`src/rtl/motor_ctrl_pkg.sv`:
```
// Shared definitions for the motor command controller: opcodes, readback map
// and command-word field positions.
package motor_ctrl_pkg;

    typedef enum logic [7:0] {
        OpSetCh    = 8'h00,
        OpRdAddr   = 8'h01,
        OpSetAll   = 8'h02,
        OpClrFault = 8'h03
    } opcode_e;

    localparam logic [7:0] ADDR_STATUS   = 8'h00;
    localparam logic [7:0] ADDR_ENC_BASE = 8'h01;
    localparam logic [7:0] ADDR_MOT_BASE = 8'h80;

    localparam int unsigned OPC_LSB = 24;
    localparam int unsigned OPC_W   = 8;
    localparam int unsigned CH_LSB  = 11;
    localparam int unsigned CH_W    = 8;
    localparam int unsigned RDA_LSB = 0;
    localparam int unsigned RDA_W   = 8;

    // Motor readback word: target in [26:16], effective duty in [10:0].
    function automatic logic [31:0] pack_mot(input logic [10:0] tgt, input logic [10:0] eff);
        pack_mot = {5'b0, tgt, 5'b0, eff};
    endfunction

endpackage

```
`src/rtl/pwm_slew_channel.sv`:
```
// One PWM channel: commanded target, frame-synchronous slewed effective duty,
// and the registered compare against the shared frame counter.
module pwm_slew_channel #(
    parameter int unsigned PWM_W     = 11,
    parameter int unsigned SLEW_STEP = 0
) (
    input  logic             i_clk,
    input  logic             i_reset,
    input  logic             i_set,
    input  logic [PWM_W-1:0] i_duty,
    input  logic             i_hold,
    input  logic             i_wrap,
    input  logic [PWM_W-1:0] i_frame,
    output logic             o_pwm,
    output logic [PWM_W-1:0] o_target,
    output logic [PWM_W-1:0] o_eff
);

    logic [PWM_W-1:0] r_target;
    logic [PWM_W-1:0] r_eff;
    logic             r_pwm;
    logic             w_up;
    logic [PWM_W-1:0] w_diff;
    logic [PWM_W-1:0] w_step;
    logic [PWM_W-1:0] w_eff_next;

    always_comb begin
        w_up       = r_target > r_eff;
        w_diff     = w_up ? (r_target - r_eff) : (r_eff - r_target);
        w_step     = (32'(w_diff) > SLEW_STEP) ? PWM_W'(SLEW_STEP) : w_diff;
        w_eff_next = r_target;
        // Step never exceeds the remaining distance, so no overshoot/underflow.
        if (SLEW_STEP != 0) begin
            if (w_up) w_eff_next = r_eff + w_step;
            else      w_eff_next = r_eff - w_step;
        end
    end

    always_ff @(posedge i_clk) begin
        if (i_reset) begin
            r_target <= '0;
            r_eff    <= '0;
            r_pwm    <= 1'b0;
        end else if (i_hold) begin
            r_target <= '0;
            r_eff    <= '0;
            r_pwm    <= 1'b0;
        end else begin
            if (i_set)  r_target <= i_duty;
            if (i_wrap) r_eff    <= w_eff_next;
            r_pwm <= i_frame < r_eff;
        end
    end

    assign o_pwm    = r_pwm;
    assign o_target = r_target;
    assign o_eff    = r_eff;

endmodule

```
`src/rtl/motor_cmd_ctrl.sv`:
```
// Command-driven multi-channel PWM motor controller with watchdog, error
// counting and a registered readback port.
module motor_cmd_ctrl
    import motor_ctrl_pkg::*;
#(
    parameter int unsigned NUM_CH     = 6,
    parameter int unsigned PWM_W      = 11,
    parameter int unsigned NUM_ENC    = 1,
    parameter int unsigned SLEW_STEP  = 0,
    parameter int unsigned WDT_CYCLES = 50_000_000
) (
    input  logic                     CLK_50,
    input  logic                     reset,
    input  logic                     cmd_valid,
    input  logic [31:0]              cmd_word,
    input  logic [NUM_ENC-1:0][15:0] enc_count,
    input  logic [NUM_ENC-1:0]       enc_dir,
    output logic [NUM_CH-1:0]        pwm_out,
    output logic [31:0]              rsp_word,
    output logic                     fault
);

    localparam int unsigned WDT_W    = $clog2(WDT_CYCLES + 1);
    localparam int unsigned MOT_RD_N = (NUM_CH > 128) ? 128 : NUM_CH;

    logic [PWM_W-1:0] r_frame;
    logic [WDT_W-1:0] r_wdt;
    logic             r_fault;
    logic [7:0]       r_err;
    logic [7:0]       r_rd_addr;
    logic [31:0]      r_last_cmd;
    logic [31:0]      r_rsp;

    opcode_e          w_opcode;
    logic [CH_W-1:0]  w_ch;
    logic [PWM_W-1:0] w_duty;
    logic             w_ch_ok;
    logic             w_set_one, w_set_all, w_clr, w_rd_wr, w_err;
    logic [WDT_W-1:0] w_wdt_d;
    logic             w_trip, w_hold, w_wrap;
    logic [31:0]      w_rsp;
    logic [PWM_W-1:0] w_tgt [NUM_CH];
    logic [PWM_W-1:0] w_eff [NUM_CH];

    assign w_opcode = opcode_e'(cmd_word[OPC_LSB +: OPC_W]);
    assign w_ch     = cmd_word[CH_LSB +: CH_W];
    assign w_duty   = cmd_word[PWM_W-1:0];
    assign w_ch_ok  = {24'b0, w_ch} < NUM_CH;
    assign w_wrap   = r_frame == '1;

    always_comb begin
        w_set_one = 1'b0;
        w_set_all = 1'b0;
        w_clr     = 1'b0;
        w_rd_wr   = 1'b0;
        w_err     = 1'b0;
        // Set commands are silently dropped while faulted, not counted as errors.
        if (cmd_valid) begin
            case (w_opcode)
                OpSetCh: begin
                    if (!r_fault) begin
                        if (w_ch_ok) w_set_one = 1'b1;
                        else         w_err     = 1'b1;
                    end
                end
                OpRdAddr:   w_rd_wr   = 1'b1;
                OpSetAll:   w_set_all = !r_fault;
                OpClrFault: w_clr     = 1'b1;
                default:    w_err     = 1'b1;
            endcase
        end
    end

    // Saturating watchdog; any command restarts it, so a coincident command wins over a trip.
    always_comb begin
        w_wdt_d = r_wdt;
        if (cmd_valid)                               w_wdt_d = '0;
        else if (r_wdt != WDT_W'(WDT_CYCLES))        w_wdt_d = r_wdt + WDT_W'(1);
        w_trip = !r_fault && (w_wdt_d == WDT_W'(WDT_CYCLES));
        w_hold = r_fault || w_trip;
    end

    always_comb begin
        w_rsp = r_last_cmd;
        if (r_rd_addr == ADDR_STATUS) w_rsp = {r_err, 23'b0, r_fault};
        for (int unsigned e = 0; e < NUM_ENC; e++) begin
            if (r_rd_addr == ADDR_ENC_BASE + 8'(e)) w_rsp = {15'b0, enc_dir[e], enc_count[e]};
        end
        for (int unsigned m = 0; m < MOT_RD_N; m++) begin
            if (r_rd_addr == ADDR_MOT_BASE + 8'(m)) w_rsp = pack_mot(11'(w_tgt[m]), 11'(w_eff[m]));
        end
    end

    always_ff @(posedge CLK_50) begin
        if (reset) begin
            r_frame    <= '0;
            r_wdt      <= '0;
            r_fault    <= 1'b0;
            r_err      <= '0;
            r_rd_addr  <= '0;
            r_last_cmd <= '0;
            r_rsp      <= '0;
        end else begin
            r_frame <= r_frame + PWM_W'(1);
            r_wdt   <= w_wdt_d;
            if (w_clr)       r_fault <= 1'b0;
            else if (w_trip) r_fault <= 1'b1;
            if (w_err && r_err != 8'hFF) r_err <= r_err + 8'd1;
            if (w_rd_wr)   r_rd_addr  <= cmd_word[RDA_LSB +: RDA_W];
            if (cmd_valid) r_last_cmd <= cmd_word;
            r_rsp <= w_rsp;
        end
    end

    for (genvar i = 0; i < NUM_CH; i++) begin : g_ch
        pwm_slew_channel #(
            .PWM_W    (PWM_W),
            .SLEW_STEP(SLEW_STEP)
        ) u_ch (
            .i_clk   (CLK_50),
            .i_reset (reset),
            .i_set   (w_set_all || (w_set_one && (w_ch == 8'(i)))),
            .i_duty  (w_duty),
            .i_hold  (w_hold),
            .i_wrap  (w_wrap),
            .i_frame (r_frame),
            .o_pwm   (pwm_out[i]),
            .o_target(w_tgt[i]),
            .o_eff   (w_eff[i])
        );
    end

    assign rsp_word = r_rsp;
    assign fault    = r_fault;

endmodule

```
`config.mk`:
```
export PLATFORM = sky130hd
export DESIGN_NAME = motor_cmd_ctrl
export DESIGN_NICKNAME = d
export VERILOG_FILES = /design/src/rtl/motor_ctrl_pkg.sv /design/src/rtl/pwm_slew_channel.sv /design/src/rtl/motor_cmd_ctrl.sv
export SDC_FILE = /design/constraint.sdc
export NUM_CORES = 1
export LEC_CHECK = 0
export CELL_PAD_IN_SITES_DETAIL_PLACEMENT = 0
export CELL_PAD_IN_SITES_GLOBAL_PLACEMENT = 1
export CORE_MARGIN = 2
export CORE_UTILIZATION = 49
export DETAILED_ROUTE_END_ITERATION = 7
export PLACE_DENSITY_LB_ADDON = 0.1
export SYNTH_ARGS = -nofsm -noshare
export SYNTH_HDL_FRONTEND = slang
export SYNTH_SLANG_ARGS = --single-unit
```
`constraint.sdc`:
```
create_clock -name CLK_50 -period 5.7 [get_ports CLK_50]
set_input_delay 1.71 -clock CLK_50 [delete_from_list [all_inputs] [get_ports CLK_50]]
set_output_delay 1.71 -clock CLK_50 [all_outputs]
set_load 0.05 [all_outputs]
```
Word level (Yosys, flattened, before mapping)
Index checks and enable logic that the tools add are counted.
{ "word_totals": {"romBits": 0, "latchBits": 0, "n_memories": 0, "regBits": 256, "word_cells": 104, "mem_bits_rw": 0} }
{ "classes": {"shifts": 0, "bitwise": 0, "order_cmp": 7, "reduce_logical": 24, "mux": 24, "n_div": 0, "n_addsub": 3, "eq_ne": 19, "multipliers": 0} }
{ "ops": {"columns": ["cell", "count"], "rows": [
  ["$mux 27", 7],
  ["$lt 11x11->1", 6],
  ["$mux 26", 2],
  ["$eq 8x8->1 const B", 6],
  ["$eq 8x2->1 const B", 4],
  ["$mux 32", 1],
  ["$add 26x1->26 const B", 1],
  ["$eq 26x26->1 const B", 1],
  ["$ne 26x26->1 const B", 1],
  ["$eq 8x1->1 const B", 3],
  ["$logic_not 8->1", 3],
  ["$eq 8x3->1 const B", 2],
  ["$mux 1", 13],
  ["$add 11x1->11 const B", 1],
  ["$eq 11x11->1 const B", 1],
  ["$add 8x1->8 const B", 1],
  ["$logic_and 1x1->1", 8],
  ["$lt 8x3->1 const B", 1],
  ["$ne 8x8->1 const B", 1],
  ["$reduce_or 8->1", 1],
  ["$logic_or 1x1->1", 7],
  ["$reduce_or 7->1", 1],
  ["$reduce_or 2->1", 2],
  ["$reduce_or 3->1", 1],
  ["other kinds (2)", 2]
]} }

Longest topological paths before layout
Gate-level depths: netlist of run 1.
{ "logic_depth": {"ltp_word": 9, "depth_mapped": 12, "mapped_depth_nobuf": 9} }

Modules after synthesis
A second synthesis of run 1 with hierarchy kept.
{ "hier_totals": {"hier_cells": 1400, "hier_area_um2": 12594.6} }
{ "by_module_without_submodules": {"columns": ["mod", "cells_each", "n_inst", "area_per_inst_um2"], "rows": [
  ["pwm_slew_channel", 108, 6, 1063.5],
  ["motor_cmd_ctrl", 752, 1, 6213.5]
]} }

Worst setup path after synthesis of run 1
OpenSTA, ideal clock, no wires.
{ "synth_path": {"kind": "in2reg", "start": "in cmd_word[15]", "end": "reg g_ch[2].u_ch.r_target[9]", "slack_ns": 2.165, "arrival_time_ns": 3.420, "path_stages": 8, "required_ns": 5.585, "cell_sequence": "or4_1 > nor2_1 > and3_1 > nor2b_1 > a31o_2 > buf_2 > mux2i_1 > nor2_1"} }
{ "synth_between": {"elab_chain_cells": 7} }
{ "synth_rtl": {"columns": ["element", "line_no", "source"], "rows": [
  ["start: declaration", "motor_cmd_ctrl.sv:15", "input logic [31:0] cmd_word,"],
  ["$lt 8x3->1", "motor_cmd_ctrl.sv:48", "assign w_ch_ok = {24'b0, w_ch} < NUM_CH;"],
  ["$mux 1", "motor_cmd_ctrl.sv:62", "if (w_ch_ok) w_set_one = 1'b1;"],
  ["$mux 1", "motor_cmd_ctrl.sv:61", "if (!r_fault) begin"],
  ["$mux 1", "motor_cmd_ctrl.sv:59", "case (w_opcode)"],
  ["$mux 1", "motor_cmd_ctrl.sv:58", "if (cmd_valid) begin"],
  ["$logic_and 1x1->1 (*)", "motor_cmd_ctrl.sv:122", ".i_set (w_set_all || (w_set_one && (w_ch == 8'(i)))),"],
  ["$logic_or 1x1->1 (*)", "motor_cmd_ctrl.sv:122", null],
  ["end signal: assignment", "pwm_slew_channel.sv:49", "if (i_set) r_target <= i_duty;"],
  ["end: declaration", "pwm_slew_channel.sv:19", "logic [PWM_W-1:0] r_target;"]
]} }
Mark *: on every way between the ends. The rest lies on a longest branch, timed or not.
A chain may end at the register's enable or synchronous reset.

Worst setup path after layout of run 1
{ "layout_path": {"start": "in cmd_word[15]", "end": "reg g_ch[3].u_ch.r_target[0]"} }
{ "layout_between": {"elab_chain_cells": 7} }
{ "layout_rtl": {"columns": ["element", "line_no"], "rows": [
  ["$lt 8x3->1", "motor_cmd_ctrl.sv:48"],
  ["$mux 1", "motor_cmd_ctrl.sv:62"],
  ["$mux 1", "motor_cmd_ctrl.sv:61"],
  ["$mux 1", "motor_cmd_ctrl.sv:59"],
  ["$mux 1", "motor_cmd_ctrl.sv:58"],
  ["$logic_and 1x1->1 (*)", "motor_cmd_ctrl.sv:122"],
  ["$logic_or 1x1->1 (*)", "motor_cmd_ctrl.sv:122"],
  ["end signal: assignment", "pwm_slew_channel.sv:49"],
  ["end: declaration", "pwm_slew_channel.sv:19"]
]} }
Marked as above.

==> metrics, run 1 <==
status finished, final reports clean; clk_skew between 9 and 10 ps; clk root buf clkbuf_16; Iteration-0 DRC Markers 615; max incr delay on CP about 530 ps; Async SR Flop Fraction 0; port buffer count 90; post-synthesis mux area share 0.175; stages on the worst setup path 8; fraction of the yosys area taken by sequential cells 0.408; Ys Warns 0; Yosys reg bits 256; number of routed nets with antenna violations 0; cell area after synthesis between 10000 and 15000 µm²; Fin Setup TNS 0 ps; max cap viols 0; Slew @ Worst Pin 1150 ps; Post-Synthesis Cells between 1k and 1.5k; I/O pin count 91; Max-slew headroom 0.233; most frequent cell after synthesis dfxtp_1; first-pass GRT wire length approximately 53 mm; syn nets roughly 1.5k; gpl congestion 0.799; commonest cells in the netlist 256 x dfxtp_1, 239 x nor2_1, 210 x mux2i_1; drt first pass iters 5; DRC 0; slowest CP cell or4_1; Post-Synth XOR/XNOR Area 0.0251; Reg clk slew, reported paths about 60 ps; H-tree depth 1; gr ovfl total 0; f_max between 200 and 300 MHz; Hold Crit Depth 2; PnR worst setup slack between 1500 and 2000 ps; Crit Path Category input port to flip-flop; Die ar. about 27000 µm²; layout cells sized above 1 0.0603; Crit Reg-Reg Endpoint g_ch[3].u_ch.o_eff[4]$_SDFFE_PP0N_; Area Growth Syn to Fin 15.1%; placement row count 58; Clock Path Buffers 3; postcts setup bufs 0; Slew Viols, Final 0; area leader, netlist dfxtp_1; clock tree from TritonCTS built; HPWL Detailed ~23 mm; DP Worst Slack 1250 ps; syn avg cell area a little over 9 µm²; vias in the first global route a little over 9k; CTS sink cnt 256; cts bufs inserted 29; Synth Flop Type dfxtp_1; cell chain of the critical path clkdlybuf4s50_1, or4_1, nor2_1, and3_1, nor2b_1, a31oi_2, mux2i_1, nor2_1; Final nets 1521; Worst EP required ~6000 ps; Filler cells ~2.3k; Ant. Diodes 0; CP Capture Type flip-flop; Synth Area in Compound Gates 0.120; post-synthesis cell type count 60; Starting Density 0.498; EDFF count, synth 0; total number of vias 9802; Worst IR Drop VDD approximately 310 µV; hold path start r_last_cmd[11]$_SDFFE_PP0P_; RSZ-0062 raised after global routing no; Area contributors post-synth dfxtp_1 41%, mux2i_1 17%, nor2_1 7.1%; Final Util 0.574; delay-heaviest family, CP simple AND/OR/NAND/NOR gates; Resize count post-CTS 0; main combinational cell family by area after synthesis multiplexers; Simple-Gate Fraction of Synth Area 0.143; Setup violations, final 0; Pwr Density 273 nW/µm²; hold_ws 454 ps; most frequent CP cell nor2_1; worst path bufs/invs 1; gr usage total 0.253; initial antenna violation count 0; Core Area approximately 25000 µm²; leakage about 6 nW; total power draw ~4 mW; reg-to-reg slack, setup roughly 2500 ps; WL/cell ~20 µm; final WL around 34 mm; Die W 164 µm; pin count of the biggest net entering global routing around 140; count of final hold-check violations 0; Skew-Pair Late Insertion Delay roughly 540 ps; Final Cycle Share 0.689; hold_buf cts 0; Die Ht approximately 160 µm; Synth Area in Adders 0.0638; crit path DAT between 4000 and 5000 ps; Crit Path Max Fanout 11; Via density approximately 5.6; Worst Hold Class flip-flop to flip-flop; Hold Path End rsp_word[11]$_SDFF_PP0_; Tmin final approximately 3900 ps; Register-to-Register Path Depth 8; r2r startpoint r_wdt[0]$_SDFF_PP0_; top cell type's share of synthesized area 0.408; crit path launch type input port
==> registers in the layout, indices dropped and copies added (netlist names) <==
name and flops:
rsp_word 32, fault 1, r_last_cmd 32, g_ch.u_ch.o_eff 66
r_frame 11, r_rd_addr 8, r_err 8, g_ch.u_ch.o_target 66
r_wdt 26, g_ch.u_ch.o_pwm 6
==> cell usage in the layout (no fill, tap or decap), types with 23 or more instances in the layout <==
| cell | instances |
|---|---|
| a211oi_1 | 23 |
| a21oi_1 | 59 |
| clkbuf_16 | 29 |
| clkdlybuf4s50_1 | 88 |
| dfxtp_1 | 255 |
| ha_1 | 64 |
| inv_1 | 73 |
| mux2i_1 | 210 |
| nand2_1 | 38 |
| nand3_1 | 36 |
| nor2_1 | 239 |
| o21ai_0 | 31 |
| xor2_1 | 25 |
==> per-stage QoR <==
stage	area, µm²	instances
3_5_place_dp	13500	1704
5_1_grt	14500	1757
2_1_floorplan	12600	1375
3_3_place_gp	13500	1704
6_report	14500	1757
4_1_cts	14500	1757
==> area by class of cell <==
| type | instances | area [µm²] | share of cell area |
|---|---|---|---|
| multi-input cells | 942 | 6660 | 0.461 |
| flip-flops and latches | 256 | 5130 | 0.355 |
| repair buffers | 103 | 1000 | 0.0693 |
| clock buffers | 36 | 782 | 0.0541 |
| well taps | 330 | 413 | 0.0286 |
| inverters | 73 | 274 | 0.0190 |
| clock inverters | 17 | 190 | 0.0132 |
==> logic make-up after synthesis <==
group	count (synthesis)
compound gates	224
buf+inv	177
xor+xnor	36
flops	256
simple gates	400
mux	218
fa+ha+maj	64
==> power by group <==
group	switching, mW	internal (mW)	leakage, nW
sequential	0.0231	1.81	2.07
clock	0.745	1.15	0.484
combinational	0.132	0.0903	3.48
total	0.900	3.05	6.03
==> routing by layer <==
layer	vias to the layer above	routed length, µm	part of all wire	GRT usage
met3	50	1310	0.038	0.0280
met5	-	0	0	0
met1	4694	16200	0.47	0.355
met4	0	779	0.023	0.0642
li1	4867	-	-	-
met2	191	16000	0.47	0.416
==> worst max-delay path by stage <==
stage | start | endpoint
3_5_place_dp | cmd_word[15] | g_ch[2].u_ch.o_target[9]$_SDFFE_PP0P_
3_3_place_gp | cmd_word[15] | g_ch[5].u_ch.o_target[9]$_SDFFE_PP0P_
5_1_grt | cmd_word[31] | g_ch[1].u_ch.o_target[1]$_SDFFE_PP0P_
2_1_floorplan | cmd_word[15] | g_ch[2].u_ch.o_target[9]$_SDFFE_PP0P_
6_report | cmd_word[15] | g_ch[3].u_ch.o_target[0]$_SDFFE_PP0P_
4_1_cts | cmd_word[15] | g_ch[2].u_ch.o_target[9]$_SDFFE_PP0P_
==> worst reg2reg max path: cells and delay by family (launching register included) <==
kind	cells	cell delay (ps)
DFF	1	530
and+or+nand+nor	4	1010
muxes	1	280
adders and majority gates	1	400
AOI/OAI and AO/OA	1	340
buffers and inverters	1	510
(Power assumes the default switching activity.)
==> inputs of run 2 (changes only) <==
--- a/config.mk
+++ b/config.mk
@@ -8,7 +8,7 @@
 export CELL_PAD_IN_SITES_DETAIL_PLACEMENT = 0
 export CELL_PAD_IN_SITES_GLOBAL_PLACEMENT = 1
 export CORE_MARGIN = 2
-export CORE_UTILIZATION = 49
+export CORE_UTILIZATION = 41
 export DETAILED_ROUTE_END_ITERATION = 7
 export PLACE_DENSITY_LB_ADDON = 0.1
 export SYNTH_ARGS = -nofsm -noshare
==> constraint.sdc (replaced) <==
create_clock -name CLK_50 -period 3.2 [get_ports CLK_50]
set_input_delay 0.96 -clock CLK_50 [delete_from_list [all_inputs] [get_ports CLK_50]]
set_output_delay 0.96 -clock CLK_50 [all_outputs]
set_load 0.05 [all_outputs]
==> metrics, run 2 (synthesized netlist as in run 1, its figures left out) <==
met3 WL around 1 mm; clk_skew about 17 ps; sequential power share 0.444; power share of the clock group 0.498; postcts setup bufs 0; Starting Density 0.414; f_max ~350 MHz; pin count of the biggest net entering global routing 53; RSZ-0062 raised after global routing no; initial antenna violation count 0; Setup violations, final 0; cts bufs inserted 30; Reg clk slew, reported paths around 60 ps; crit path launch type flip-flop; status finished, final reports clean; Via density about 5.3; most frequent cells in the layout 255 x dfxtp_1, 239 x nor2_1, 210 x mux2i_1; Worst EP required about 3600 ps; port buffer count 90; number of routed nets with antenna violations 0; Tmin final slightly below 3000 ps; gpl congestion 0.787; commonest non-fill, non-tap cell in the layout dfxtp_1; leakage about 6.3 nW; Core Area 30300 µm²; Routed met1 length 17.3 mm; Ant. Diodes 0; Final nets around 1.6k; layout cells sized above 1 0.0851; DRC 0; drt first pass iters 5; HPWL Detailed approximately 26 mm; Iteration-0 DRC Markers a little under 400; Die Ht 179 µm; Pwr Density about 490 nW/µm²; P_sw around 1.7 mW; Slew Viols, Final 0; Pint between 5 and 6 mW; switching fraction of total power 0.225; clk root buf clkbuf_16; max layer used met4; Die W 179 µm; total number of vias between 9k and 10k; Clock Path Buffers 3; gr usage total 0.228; Fin Setup TNS 0 ps; CTS sink cnt around 260; first-pass GRT wire length roughly 56 mm; met2 wire length ~17 mm; Worst IR Drop VDD 441 µV; Die ar. 32000 µm²; Crit Path Max Fanout 41; gr ovfl total 0; max cap viols 0; non-filler cells, final about 1.9k; count of final hold-check violations 0; Resize count post-CTS 0; hold_buf cts 0; Filler cells about 2.8k; combinational power share 0.058; Crit Path Category flip-flop to flip-flop; Worst Hold Class flip-flop to flip-flop; placement row count 64; cell count after placement between 1.5k and 2k; WL/cell a little under 20 µm; Slew @ Worst Pin 691 ps; final WL roughly 36 mm; Skew-Pair Late Insertion Delay 560 ps; Final Cycle Share 0.904; crit path DAT 3320 ps; H-tree depth 1; vias in the first global route 9597; clock tree from TritonCTS built; I/O pin count 91; Max-slew headroom 0.539; CP Capture Type flip-flop; Area Growth Syn to Fin 20.3%
[run 2: layout make-up]
class | instances | area [µm²] | area share
multi-input combinational | 942 | 6660 | 0.441
sequential | 256 | 5130 | 0.340
timing repair buffer | 143 | 1470 | 0.0971
clock buffer | 47 | 926 | 0.0613
tap | 396 | 495 | 0.0328
inverter | 73 | 274 | 0.0182
clock inverter | 8 | 143 | 0.00945
[run 2: power by group through the flow]
stage | registers [mW] | logic (mW) | clock network [mW]
2_1_floorplan | 3.33 | 0.245 | 0
3_3_place_gp | 3.34 | 0.427 | 0
3_5_place_dp | 3.34 | 0.428 | 0
4_1_cts | 3.27 | 0.430 | 3.74
5_1_grt | 3.27 | 0.462 | 3.87
6_report | 3.27 | 0.428 | 3.66
[run 2: metal layers]
metal / global-route usage / vias up
met4: 0.0478 / 0
met2: 0.386 / 140
met5: 0 / -
li1: - / 4945
met1: 0.313 / 4701
met3: 0.0261 / 47
[run 2: path summary, 6_finish.rpt]
check,start,endpoint,slack (ps),cells past startpoint
worst max-delay path,r_wdt[1]$_SDFF_PP0_,g_ch[5].u_ch.o_pwm$_SDFF_PP0_,310,9
worst min-delay path,r_last_cmd[14]$_SDFFE_PP0P_,rsp_word[14]$_SDFF_PP0_,450,2
worst max register to register,r_wdt[1]$_SDFF_PP0_,g_ch[5].u_ch.o_pwm$_SDFF_PP0_,310,9
worst min register to register,r_last_cmd[14]$_SDFFE_PP0P_,rsp_word[14]$_SDFF_PP0_,450,2
[run 2: metrics by stage]
step	hold WS (ps)	area [µm²]	setup WS [ps]	util	power, mW
global route	475	15100	41.6	0.497	7.60
CTS	453	15100	279	0.497	7.44
detailed placement	445	14000	-128	0.462	3.76
finish	454	15100	307	0.497	7.35
global placement	441	14000	-116	0.462	3.76
floorplan	431	12600	415	-	3.57
[run 2: worst max-delay path: stages (launching register included)]
cell and delay (ps):
dfxtp_1 490, ha_1 410, nand4_1 190, and3b_1 270, mux2i_1 290, nand4b_1 260
o31ai_4 340, buf_12 190, buf_12 220, a211oi_1 90
